## src/rtl/alu_pkg.sv

```systemverilog
// Shared types for the iterative ALU: opcode encoding, flag bit positions
// and controller state encoding.
package alu_pkg;

   typedef enum logic [4:0] {
      OP_ADD   = 5'd0,
      OP_SUB   = 5'd1,
      OP_AND   = 5'd2,
      OP_OR    = 5'd3,
      OP_XOR   = 5'd4,
      OP_SHL   = 5'd5,
      OP_SHR   = 5'd6,
      OP_SRA   = 5'd7,
      OP_MUL   = 5'd8,
      OP_MULHU = 5'd9
   } alu_op_e;

   localparam int FLAGS_W      = 5;
   localparam int FLAG_ZERO    = 0;
   localparam int FLAG_NEG     = 1;
   localparam int FLAG_CARRY   = 2;
   localparam int FLAG_OVF     = 3;
   localparam int FLAG_ILLEGAL = 4;

   typedef enum logic [1:0] {
      ST_IDLE = 2'd0,
      ST_BUSY = 2'd1,
      ST_DONE = 2'd2
   } alu_state_e;

endpackage

```

## src/rtl/iter_alu_if.sv

```systemverilog
// Request/response handshake bundle for iter_alu.
interface iter_alu_if #(parameter int OPERAND_WIDTH = 32);
   import alu_pkg::*;

   logic                     in_valid;
   logic                     in_ready;
   logic [4:0]               operation;
   logic [OPERAND_WIDTH-1:0] lhs;
   logic [OPERAND_WIDTH-1:0] rhs;
   logic                     out_valid;
   logic                     out_ready;
   logic [OPERAND_WIDTH-1:0] result;
   logic [FLAGS_W-1:0]       flags;

   modport master (
      output in_valid, operation, lhs, rhs, out_ready,
      input  in_ready, out_valid, result, flags
   );

   modport slave (
      input  in_valid, operation, lhs, rhs, out_ready,
      output in_ready, out_valid, result, flags
   );
endinterface

```

## src/rtl/iter_alu_mul.sv

```systemverilog
// Shift-add multiplier: one partial product per cycle, OPERAND_WIDTH steps.
// done is high during the final step; product then carries the value the
// accumulator takes at that edge, so the caller can capture it in step.
module iter_alu_mul #(
   parameter int OPERAND_WIDTH = 32
) (
   input  logic                       clk,
   input  logic                       rst,
   input  logic                       start,
   input  logic [OPERAND_WIDTH-1:0]   lhs,
   input  logic [OPERAND_WIDTH-1:0]   rhs,
   output logic                       done,
   output logic [2*OPERAND_WIDTH-1:0] product
);
   localparam int               W         = OPERAND_WIDTH;
   localparam int               CW        = $clog2(OPERAND_WIDTH);
   localparam logic [CW-1:0]    LAST_STEP = CW'(OPERAND_WIDTH - 1);

   logic              busy_r;
   logic [2*W-1:0]    acc_r;
   logic [2*W-1:0]    mcand_r;
   logic [W-1:0]      mplier_r;
   logic [CW-1:0]     step_r;
   logic [2*W-1:0]    acc_next_s;

   assign acc_next_s = acc_r + (mplier_r[0] ? mcand_r : {(2*W){1'b0}});
   assign done       = busy_r && (step_r == LAST_STEP);
   assign product    = acc_next_s;

   // Load operands on start, then add/shift once per cycle until the last step.
   always_ff @(posedge clk) begin
      if (rst) begin
         busy_r   <= 1'b0;
         acc_r    <= {(2*W){1'b0}};
         mcand_r  <= {(2*W){1'b0}};
         mplier_r <= {W{1'b0}};
         step_r   <= {CW{1'b0}};
      end else if (start) begin
         busy_r   <= 1'b1;
         acc_r    <= {(2*W){1'b0}};
         mcand_r  <= {{W{1'b0}}, lhs};
         mplier_r <= rhs;
         step_r   <= {CW{1'b0}};
      end else if (busy_r) begin
         acc_r    <= acc_next_s;
         mcand_r  <= {mcand_r[2*W-2:0], 1'b0};
         mplier_r <= {1'b0, mplier_r[W-1:1]};
         step_r   <= done ? {CW{1'b0}} : step_r + CW'(1);
         busy_r   <= !done;
      end else begin
         busy_r   <= busy_r;
      end
   end
endmodule

```

## src/rtl/iter_alu.sv

```systemverilog
// Iterative ALU with valid/ready request and response handshakes.
// One operation in flight; single-cycle ops complete with latency 1.
// Optional feature macro: ITER_ALU_MUL_EN enables MUL/MULHU through the
// multi-cycle shift-add multiplier; without it opcodes 8/9 are illegal.
module iter_alu
   import alu_pkg::*;
#(
   parameter int OPERAND_WIDTH = 32
) (
   input logic        clk,
   input logic        rst,
   iter_alu_if.slave  bus
);
   localparam int W   = OPERAND_WIDTH;
   localparam int SHW = $clog2(OPERAND_WIDTH);

   alu_state_e         state_r, next_state_s;
   logic [W-1:0]       result_r;
   logic [FLAGS_W-1:0] flags_r;

   alu_op_e            op_s;
   logic               in_ready_s, accept_s;
   logic               is_mul_s, mul_done_s, load_alu_s, load_mul_s;
   logic [W-1:0]       mul_result_s;
   logic [W:0]         sum_s, diff_s;
   logic [SHW-1:0]     shamt_s;
   logic [W-1:0]       alu_result_s;
   logic               alu_carry_s, alu_ovf_s, alu_illegal_s;
   logic [FLAGS_W-1:0] alu_flags_s, mul_flags_s;

   assign op_s       = alu_op_e'(bus.operation);
   assign in_ready_s = (state_r == ST_IDLE) || ((state_r == ST_DONE) && bus.out_ready);
   assign accept_s   = bus.in_valid && in_ready_s;
   assign load_alu_s = accept_s && !is_mul_s;
   assign load_mul_s = (state_r == ST_BUSY) && mul_done_s;

   assign bus.in_ready  = in_ready_s;
   assign bus.out_valid = (state_r == ST_DONE);
   assign bus.result    = result_r;
   assign bus.flags     = flags_r;

`ifdef ITER_ALU_MUL_EN
   logic           mul_start_s;
   logic           mul_hi_r;
   logic [2*W-1:0] mul_product_s;

   assign is_mul_s     = (op_s == OP_MUL) || (op_s == OP_MULHU);
   assign mul_start_s  = accept_s && is_mul_s;
   assign mul_result_s = mul_hi_r ? mul_product_s[2*W-1:W] : mul_product_s[W-1:0];

   iter_alu_mul #(.OPERAND_WIDTH(W)) u_mul (
      .clk     (clk),
      .rst     (rst),
      .start   (mul_start_s),
      .lhs     (bus.lhs),
      .rhs     (bus.rhs),
      .done    (mul_done_s),
      .product (mul_product_s)
   );

   // Remember which half of the product the accepted request wants.
   always_ff @(posedge clk) begin
      if (rst) begin
         mul_hi_r <= 1'b0;
      end else if (mul_start_s) begin
         mul_hi_r <= (op_s == OP_MULHU);
      end else begin
         mul_hi_r <= mul_hi_r;
      end
   end
`else
   assign is_mul_s     = 1'b0;
   assign mul_done_s   = 1'b0;
   assign mul_result_s = {W{1'b0}};
`endif

   assign sum_s   = {1'b0, bus.lhs} + {1'b0, bus.rhs};
   assign diff_s  = {1'b0, bus.lhs} + {1'b0, ~bus.rhs} + {{W{1'b0}}, 1'b1};
   assign shamt_s = bus.rhs[SHW-1:0];

   // Single-cycle datapath evaluated on the offered operands.
   always_comb begin
      alu_result_s  = {W{1'b0}};
      alu_carry_s   = 1'b0;
      alu_ovf_s     = 1'b0;
      alu_illegal_s = 1'b0;
      case (op_s)
         OP_ADD: begin
            alu_result_s = sum_s[W-1:0];
            alu_carry_s  = sum_s[W];
            alu_ovf_s    = (bus.lhs[W-1] == bus.rhs[W-1]) && (sum_s[W-1] != bus.lhs[W-1]);
         end
         OP_SUB: begin
            alu_result_s = diff_s[W-1:0];
            alu_carry_s  = diff_s[W];
            alu_ovf_s    = (bus.lhs[W-1] != bus.rhs[W-1]) && (diff_s[W-1] != bus.lhs[W-1]);
         end
         OP_AND: alu_result_s = bus.lhs & bus.rhs;
         OP_OR:  alu_result_s = bus.lhs | bus.rhs;
         OP_XOR: alu_result_s = bus.lhs ^ bus.rhs;
         OP_SHL: alu_result_s = bus.lhs << shamt_s;
         OP_SHR: alu_result_s = bus.lhs >> shamt_s;
         OP_SRA: alu_result_s = $signed(bus.lhs) >>> shamt_s;
`ifdef ITER_ALU_MUL_EN
         OP_MUL, OP_MULHU: alu_result_s = {W{1'b0}};
`endif
         default: alu_illegal_s = 1'b1;
      endcase
   end

   // Assemble flag vectors for the single-cycle and multiplier results.
   always_comb begin
      alu_flags_s               = {FLAGS_W{1'b0}};
      alu_flags_s[FLAG_ILLEGAL] = alu_illegal_s;
      alu_flags_s[FLAG_OVF]     = alu_ovf_s;
      alu_flags_s[FLAG_CARRY]   = alu_carry_s;
      alu_flags_s[FLAG_NEG]     = alu_result_s[W-1];
      alu_flags_s[FLAG_ZERO]    = (alu_result_s == {W{1'b0}});
      mul_flags_s               = {FLAGS_W{1'b0}};
      mul_flags_s[FLAG_NEG]     = mul_result_s[W-1];
      mul_flags_s[FLAG_ZERO]    = (mul_result_s == {W{1'b0}});
   end

   // Controller state register.
   always_ff @(posedge clk) begin
      if (rst) begin
         state_r <= ST_IDLE;
      end else begin
         state_r <= next_state_s;
      end
   end

   // Next-state logic; an accept in DONE chains straight into the next op.
   always_comb begin
      next_state_s = state_r;
      case (state_r)
         ST_IDLE: begin
            if (accept_s) begin
               next_state_s = is_mul_s ? ST_BUSY : ST_DONE;
            end else begin
               next_state_s = ST_IDLE;
            end
         end
         ST_BUSY: begin
            if (mul_done_s) begin
               next_state_s = ST_DONE;
            end else begin
               next_state_s = ST_BUSY;
            end
         end
         ST_DONE: begin
            if (accept_s) begin
               next_state_s = is_mul_s ? ST_BUSY : ST_DONE;
            end else if (bus.out_ready) begin
               next_state_s = ST_IDLE;
            end else begin
               next_state_s = ST_DONE;
            end
         end
         default: next_state_s = ST_IDLE;
      endcase
   end

   // Result/flags registers: load on completion, otherwise hold.
   always_ff @(posedge clk) begin
      if (rst) begin
         result_r <= {W{1'b0}};
         flags_r  <= {FLAGS_W{1'b0}};
      end else if (load_alu_s) begin
         result_r <= alu_result_s;
         flags_r  <= alu_flags_s;
      end else if (load_mul_s) begin
         result_r <= mul_result_s;
         flags_r  <= mul_flags_s;
      end else begin
         result_r <= result_r;
         flags_r  <= flags_r;
      end
   end
endmodule

```

## src/flat_wrapper.sv

```systemverilog
// flat-port wrapper written by rule: the top's interface ports become plain ports
module iter_alu_flat import alu_pkg::*;
#(
   parameter int OPERAND_WIDTH = 32
)
  (clk, rst, bus_in_valid, bus_operation, bus_lhs, bus_rhs, bus_out_ready, bus_in_ready, bus_out_valid, bus_result, bus_flags);
  iter_alu_if #(.OPERAND_WIDTH(OPERAND_WIDTH)) bus_i ();
  input logic clk;
  input logic rst;
  input wire logic [$bits(bus_i.in_valid)-1:0] bus_in_valid;
  input wire logic [$bits(bus_i.operation)-1:0] bus_operation;
  input wire logic [$bits(bus_i.lhs)-1:0] bus_lhs;
  input wire logic [$bits(bus_i.rhs)-1:0] bus_rhs;
  input wire logic [$bits(bus_i.out_ready)-1:0] bus_out_ready;
  output wire logic [$bits(bus_i.in_ready)-1:0] bus_in_ready;
  output wire logic [$bits(bus_i.out_valid)-1:0] bus_out_valid;
  output wire logic [$bits(bus_i.result)-1:0] bus_result;
  output wire logic [$bits(bus_i.flags)-1:0] bus_flags;
  assign bus_i.in_valid = bus_in_valid;
  assign bus_i.operation = bus_operation;
  assign bus_i.lhs = bus_lhs;
  assign bus_i.rhs = bus_rhs;
  assign bus_i.out_ready = bus_out_ready;
  assign bus_in_ready = bus_i.in_ready;
  assign bus_out_valid = bus_i.out_valid;
  assign bus_result = bus_i.result;
  assign bus_flags = bus_i.flags;
  iter_alu #(.OPERAND_WIDTH(OPERAND_WIDTH)) u_core (.clk(clk), .rst(rst), .bus(bus_i));
endmodule
```

## config.mk

```make
export PLATFORM = sky130hd
export DESIGN_NAME = iter_alu_flat
export DESIGN_NICKNAME = d
export VERILOG_FILES = /design/src/rtl/alu_pkg.sv /design/src/rtl/iter_alu_if.sv /design/src/rtl/iter_alu_mul.sv /design/src/rtl/iter_alu.sv /design/src/flat_wrapper.sv
export SDC_FILE = /design/constraint.sdc
export NUM_CORES = 1
export LEC_CHECK = 0
export CAP_MARGIN = 10
export CELL_PAD_IN_SITES_DETAIL_PLACEMENT = 1
export CELL_PAD_IN_SITES_GLOBAL_PLACEMENT = 1
export CORE_MARGIN = 2
export CORE_UTILIZATION = 36
export CTS_BUF_LIST = sky130_fd_sc_hd__clkbuf_16
export CTS_CLUSTER_DIAMETER = 80
export DETAILED_ROUTE_END_ITERATION = 10
export PLACE_DENSITY_LB_ADDON = 0.1
export SLEW_MARGIN = 20
export SYNTH_ARGS = -nofsm -noshare
export SYNTH_HDL_FRONTEND = slang
export SYNTH_SLANG_ARGS = --single-unit
```

## constraint.sdc

```tcl
create_clock -name clk -period 4.59 [get_ports clk]
set_input_delay 0.6885 -clock clk [delete_from_list [all_inputs] [get_ports clk]]
set_output_delay 0.6885 -clock clk [all_outputs]
set_load 0.1 [all_outputs]
```

==> qor.yml, run 1 <==
run_status:
  outcome: "finished clean"
clock_network:
  path_clk_slew_ps: 60
  cts-htree-levels: 2
  insertion_delay_ps: 290
  clk_path_buf_depth: 2
  cts_tree: "done"
  cts_root_buf: "clkbuf_16"
  cts_num_sinks: 38
  cts_buffers: 5
pwr:
  ir_drop_v: 0.000106
  p_per_area_nw_per_um2: 179
  leakage_nw: 6.20
grt:
  antenna_found_initial: 1
  track_usage_pct: 37.2
  grtUsageMet1_pct: 50.3
  grt_overflow: 0
  grt_max_degree: 52
  use_met2_pct: 61.0
  grtUsageMet3_pct: 3.35
  grt_pass1_wl_microns: 88200
  grt_pass1_vias: 14100
  top_usage_layer: "met2"
cells_and_area:
  design_area_sq_um: 14500
  layout.nets: 1974
  syn_to_final_growth_pct: 34.8
  drive_gt1_share_pct: 24.0
setup_path:
  critical_path_arrival_ps: 4750
  cp_slowest_cell: "clkdlybuf4s50_1"
  endpoint_kind: "flop"
  crit_type: "input pin to flop"
  cp-start-kind: "input pin"
  path_max_fanout: 6
  r2r_start: "u_core.state_r[1]$_SDFF_PP0_"
  cp-startpoint: "bus_lhs[25]"
  path_cells: "clkdlybuf4s50_1, buf_4, mux4_2, mux2_4, mux2i_4, nor2_2, nor4_4, buf_4, nand2b_4, nor4_4, nand4_1, nor4_2, and4_1, nand4_1, o31ai_2"
  path_delay_family: "simple AND/OR/NAND/NOR gates"
  critPathBufInv: 3
  crit_required_ps: 4790
  slowest_delay_ps: 560
synthesis:
  synth_fp_nets: 1674
  synth-seq-area-share_pct: 7.05
  synth_warnings: 0
  yosysTopAreaCellShare_pct: 11.4
  synth_area_sq_um: 10800
  ys_top_cells_by_area: "ha_1 (11%), mux4_2 (7.7%), dfxtp_1 (7.0%), nor2_1 (5.7%), a21oi_1 (5.3%)"
  ys_ff_latch: 38
  synth_cell_types: 94
  ys_async_sr_fraction_pct: 0
  synth.largest_area_cell: "ha_1"
  synth_flop_cell: "dfxtp_1"
  synth_edf_count: 0
  syn_area_per_cell_sq_um: 7.19
  synthCells: 1501
detailed_routing:
  vias: 14000
  postRouteWirelength_microns: 59300
  drcViolationCount: 0
  viasPerCell: 6.38
  drt_iter0_drc: 1266
  antenna_left: 0
  wire_per_inst_microns: 27.1
  firstDrtPassIters: 6
worst_hold_path:
  min_from: "u_core.state_r[1]$_SDFF_PP0_"
  hold_class: "flop to flop"
timing:
  slew_viol_final: 0
  finalSetupViolCount: 0
  period_minus_slack_ps: 4550
  fin_ws_ps: 39.1
  rsz0062_at_grt: "yes"
  hold_viol: 0
  max_freq_ghz: 0.220
  tightest_slew_ps: 1000
  worst_clock_skew_ps: 3.39
  tns_ps: 0
  max_slew_margin_pct: 33.1
  finalCritPeriodShare_pct: 99.1
  whs_ps: 452
floorplanning:
  rows: 63
  core_sq_um: 29600
  dieHeight_microns: 177
  start_util_pct: 36.5
  num_io_pins: 112
  dieArea_sq_um: 31400
  die_w_microns: 177
placed_design:
  dp_hpwl_microns: 49400
  place_ws_ps: -519
  io_buffers: 111
  placed_cell_area_sq_um: 14200
  place_congestion: 1.00
job:
  cap_violations: 0
[final timing paths]
| check | end | slack (ps) | cells past startpoint |
|---|---|---|---|
| setup reg to reg | u_core.bus.flags[0]$_SDFFE_PP0P_ | 1160 | 12 |
| hold / removal | u_core.state_r[0]$_SDFF_PP0_ | 450 | 1 |
| setup / recovery | u_core.bus.flags[0]$_SDFFE_PP0P_ | 40 | 15 |
| hold reg to reg | u_core.state_r[0]$_SDFF_PP0_ | 450 | 1 |
[cell usage in the layout (no fill, tap or decap), drive strengths merged, types with 7 or more instances in the layout]
cell type      count
buf              308
nor2             164
nand2            131
a21oi            114
clkdlybuf4s50    106
o21ai            105
ha                98
inv               90
mux2i             53
nor3              47
a211oi            44
mux4              44
nand3             42
dfxtp             38
o211ai            33
mux2              27
a22oi             21
nor2b             19
nor4              18
a21o              17
o221ai            15
o31ai             15
a31oi             14
a211o             12
or3               12
o21bai            11
nand4             10
nand2b            10
a221oi            10
o21a               9
a221o              8
a311oi             8
o2111ai            7
[layer usage]
layer	wire length (microns)	vias up
met3	3940	118
met5	13	-
li1	-	6280
met4	2350	2
met2	27200	623
met1	25800	6979
[synth_stat cells (8+ instances only)]
master	instances
nor2b_1	19
nor2_1	164
o31ai_1	14
nand2_1	131
buf_1	9
a21oi_1	114
o211ai_1	33
a22oi_1	21
a31oi_1	14
a311oi_1	8
nand3_1	42
a221o_1	8
ha_1	98
mux2_2	27
o21a_1	9
o21bai_1	11
a221oi_1	9
nand4_1	10
mux2i_1	53
dfxtp_1	38
o221ai_1	14
nor4_1	15
o21ai_0	100
nand2b_1	10
buf_2	22
mux4_2	37
a21o_1	17
a211o_1	12
clkbuf_1	79
a211oi_1	44
or3_1	12
inv_1	88
nor3_1	47
[kinds of logic (layout without fill, tap and decap cells)]
logic type                 count (synthesis)  count (layout)  share of synthesized area (%)
AOI/OAI and AO/OA                        526             526                           33.6
and+or+nand+nor                          495             495                           21.6
buffers and inverters                    214             515                           8.52
muxes                                    124             124                           17.2
adders and majority gates                100             100                           11.7
DFF                                       38              38                           7.05
xor gates and xnor gates                   4               4                          0.325
other                                      0               1                              0
[timing repair]
action                     in CTS  in global routing
setup endpoints to repair       1                  5
resized for setup               3                 32
pin swaps                       1                  7
hold endpoints to repair        0                  0
hold buffers                    0                  0
buffers inserted                0                  2
[worst reg2reg max path: cells and delay by family (launching register included)]
kind / cells / cell delay (ps)
compound gates: 4 / 990
simple gates: 8 / 2030
flops: 1 / 320
[power breakdown]
group	internal, mW	switching [mW]	total, mW
logic	0.744	1.15	1.90
registers	0.356	0.0130	0.369
clock network	0.198	0.133	0.331
total	1.30	1.30	2.60
[layout make-up]
| class | instances | area [sq um] |
|---|---|---|
| Fill cell | 3730 | 15000 |
| Inverter | 92 | 345 |
| Clock inverter | 3 | 16.3 |
| Antenna cell | 1 | 2.50 |
| Multi-Input combinational cell | 1249 | 9300 |
| Clock buffer | 5 | 125 |
| Sequential cell | 38 | 761 |
| Timing Repair Buffer | 415 | 3510 |
| Tap cell | 390 | 488 |
[through the flow]
stage | std cells | utilization, % | total power [mW]
2_1_floorplan | 1501 | - | 1.40
3_3_place_gp | 2182 | 48.1 | 2.18
6_report | 2193 | 49.2 | 2.60
4_1_cts | 2190 | 48.6 | 2.54
3_5_place_dp | 2182 | 48.1 | 2.20
5_1_grt | 2192 | 49.2 | 2.73
[registers in the layout (all words and copies together) (netlist names)]
signal and count:
u_core.bus.flags 5, u_core.bus.result 31, u_core.state_r 2
No activity file was read; power rests on OpenSTA's default activity.
==> run 2: changes to the inputs <==
--- a/config.mk
+++ b/config.mk
@@ -9,7 +9,7 @@
 export CELL_PAD_IN_SITES_DETAIL_PLACEMENT = 1
 export CELL_PAD_IN_SITES_GLOBAL_PLACEMENT = 1
 export CORE_MARGIN = 2
-export CORE_UTILIZATION = 36
+export CORE_UTILIZATION = 39
 export CTS_BUF_LIST = sky130_fd_sc_hd__clkbuf_16
 export CTS_CLUSTER_DIAMETER = 80
 export DETAILED_ROUTE_END_ITERATION = 10
==> qor.yml, run 2 (same netlist as run 1, synthesis figures left out) <==
grt:
  track_usage_pct: 39.7  # +2.5 points
  grt_pass1_vias: 14100  # +0.15%
  grt_overflow: 0  # unchanged
  antenna_found_initial: 3  # +2
  grt_max_degree: 72  # +38%
  grt_pass1_wl_microns: 86900  # -1.5%
pwr:
  p_sw_mw: 1.32  # +1.4%
  sequentialPowerShare_pct: 13.8  # -0.4 points
  power.share.switching_pct: 49.3  # -0.78 points
  internal-power_mw: 1.36  # +4.6%
  p_comb_share_pct: 72.0  # -1.0 points
  clockPowerShare_pct: 14.2  # +1.4 points
  power_mw: 2.68  # +3.0%
  p_per_area_nw_per_um2: 184  # +3.2%
  leakage_nw: 6.18  # -0.25%
  ir_drop_v: 0.000174  # +65%
worst_hold_path:
  hold-path-endpoint: "u_core.state_r[0]$_SDFF_PP0_"
  min_from: "u_core.state_r[1]$_SDFF_PP0_"
  hold_class: "flop to flop"
  whs_path_depth: 1  # unchanged
setup_path:
  regToRegSetupSlack_ps: 1250  # +90 ps
  critical_path_arrival_ps: 4600  # -150 ps
  r2r_end: "u_core.bus.flags[0]$_SDFFE_PP0P_"
  crit_type: "input pin to flop"
  r2r_cells: 12  # unchanged
  crit_required_ps: 4790  # about the same
  cp-start-kind: "input pin"
  r2r_start: "u_core.state_r[1]$_SDFF_PP0_"
  path_max_fanout: 6  # unchanged
  endpoint_kind: "flop"
detailed_routing:
  antenna_left: 0  # unchanged
  viasPerCell: 6.61  # +3.5%
  wire_per_inst_microns: 27.8  # +2.9%
  drt_iter0_drc: 1340  # +5.8%
  drcViolationCount: 0  # unchanged
  vias: 14000  # +0.16%
  firstDrtPassIters: 5  # -1
  postRouteWirelength_microns: 59100  # -0.46%
clock_network:
  insertion_delay_ps: 280  # about the same
  clk_path_buf_depth: 2  # unchanged
  cts_buffers: 5  # unchanged
  cts_hold_buf: 0  # unchanged
  cts_num_sinks: 38  # unchanged
  path_clk_slew_ps: 50  # about the same
  cts_tree: "done"
  cts_root_buf: "clkbuf_16"
  cts-htree-levels: 2  # unchanged
floorplanning:
  die_w_microns: 170  # -3.8%
  rows: 60  # -4.8%
  core_sq_um: 27000  # -8.6%
  num_io_pins: 112  # unchanged
  dieArea_sq_um: 29000  # -7.5%
  dieHeight_microns: 170  # -3.8%
  start_util_pct: 39.9  # +3.4 points
placed_design:
  dp_cells: 2106  # -3.5%
  place_ws_ps: -520  # -1.17 ps
  placed_cell_area_sq_um: 13900  # -1.9%
  dp_hpwl_microns: 47900  # -3.0%
  io_buffers: 111  # unchanged
  place_congestion: 1.06  # +5.7%
cells_and_area:
  fin_cells: 2122  # -3.2%
  multi_input_area_sq_um: 9440  # +1.5%
  design_area_sq_um: 14500  # -0.21%
  nFillCells: 3409  # -8.6%
  layout.nets: 1951  # -1.2%
  layout_common_cells: "buf_4 (266), nor2_1 (161), nand2_1 (130)"
  drive_gt1_share_pct: 24.5  # +0.49 points
  register_area_sq_um: 761  # unchanged
  syn_to_final_growth_pct: 34.5
  layout_commonest_cell: "buf_4"
  largest_register_ffs: 31  # unchanged
timing:
  hold_viol: 0  # unchanged
  max_slew_margin_pct: 33.0  # -0.15 points
  tightest_slew_ps: 1000  # +2.32 ps
  slew_viol_final: 0  # unchanged
  period_minus_slack_ps: 4400  # -151 ps
  fin_ws_ps: 190  # +151 ps
  finalCritPeriodShare_pct: 95.9  # -3.3 points
  tns_ps: 0  # unchanged
  max_freq_ghz: 0.227  # +3.4%
  finalSetupViolCount: 0  # unchanged
  worst_clock_skew_ps: 3.07  # -0.318 ps
job:
  cap_violations: 0  # unchanged
run_status:
  outcome: "finished clean"
==> run 2: cell count changes in the layout (fill, tap and decap cells not counted), moves of 3 or more <==
cell	change
ha_1	-6
clkdlybuf4s50_1	-9
dlymetal6s2s_1	+9
buf_6	+6
a2111oi_2	-3
inv_1	-3
inv_2	+3
buf_4	-30
ha_2	+4
==> run 2: area by class of cell <==
class	count	area share, %
multi-input combinational	1249	65.0
clock buffer	5	0.862
sequential	38	5.24
tap	341	2.94
antenna	3	0.0517
inverter	92	2.38
clock inverter	2	0.233
timing repair buffer	392	23.3
==> run 2: worst max-delay path: stages <==
cell,delay [ps]
clkdlybuf4s50_1,510
inv_1,100
ha_4,290
buf_6,130
buf_4,140
nand3_2,130
a211oi_2,320
buf_4,200
o21ai_4,60
a21oi_2,160
o221ai_1,160
a211o_4,410
nor4_2,140
nand4_1,150
nor4_2,280
and4_1,280
nand4_1,160
o31ai_2,280
==> run 2: worst max path at each step <==
stage                     startpoint                               end  slack (ps)  depth (start not counted)
after floorplan           bus_rhs[3]  u_core.bus.flags[0]$_SDFFE_PP0P_          80                         17
after global placement    bus_lhs[7]  u_core.bus.flags[0]$_SDFFE_PP0P_        -340                         16
after detailed placement  bus_lhs[7]  u_core.bus.flags[0]$_SDFFE_PP0P_        -520                         16
after CTS                 bus_lhs[2]  u_core.bus.flags[0]$_SDFFE_PP0P_           9                         17
after global routing      bus_rhs[6]  u_core.bus.flags[0]$_SDFFE_PP0P_        -140                         15
final                     bus_rhs[8]  u_core.bus.flags[0]$_SDFFE_PP0P_         190                         18
==> run 2: metal layers <==
| layer | up-vias | track usage [%] | routed length (microns) |
|---|---|---|---|
| li1 | 6244 | - | - |
| met1 | 6893 | 50.9 | 23700 |
| met2 | 709 | 63.1 | 26700 |
| met3 | 176 | 7.19 | 5180 |
| met4 | 2 | 21.7 | 3550 |
| met5 | - | 0 | 13 |
==> run 2: power groups by stage <==
stage / sequential (mW) / clock (mW) / combinational, mW
detailed placement: 0.377 / 0 / 1.81
global placement: 0.376 / 0 / 1.78
CTS: 0.370 / 0.384 / 1.82
global route: 0.372 / 0.392 / 2.03
finish: 0.370 / 0.379 / 1.93
floorplan: 0.556 / 0 / 0.840
==> run 2: stage by stage <==
step	hold WS (ps)	util [%]
floorplan	405	-
global placement	417	51.6
detailed placement	423	51.6
CTS	434	52.2
global route	456	53.7
finish	428	53.7
==> run 2: what timing repair did <==
item | 4_1_cts | 5_1_grt
setup endpoints to repair | 2 | 3
gates resized for setup | 3 | 81
buffers inserted | 0 | 6
pin swaps | 0 | 16
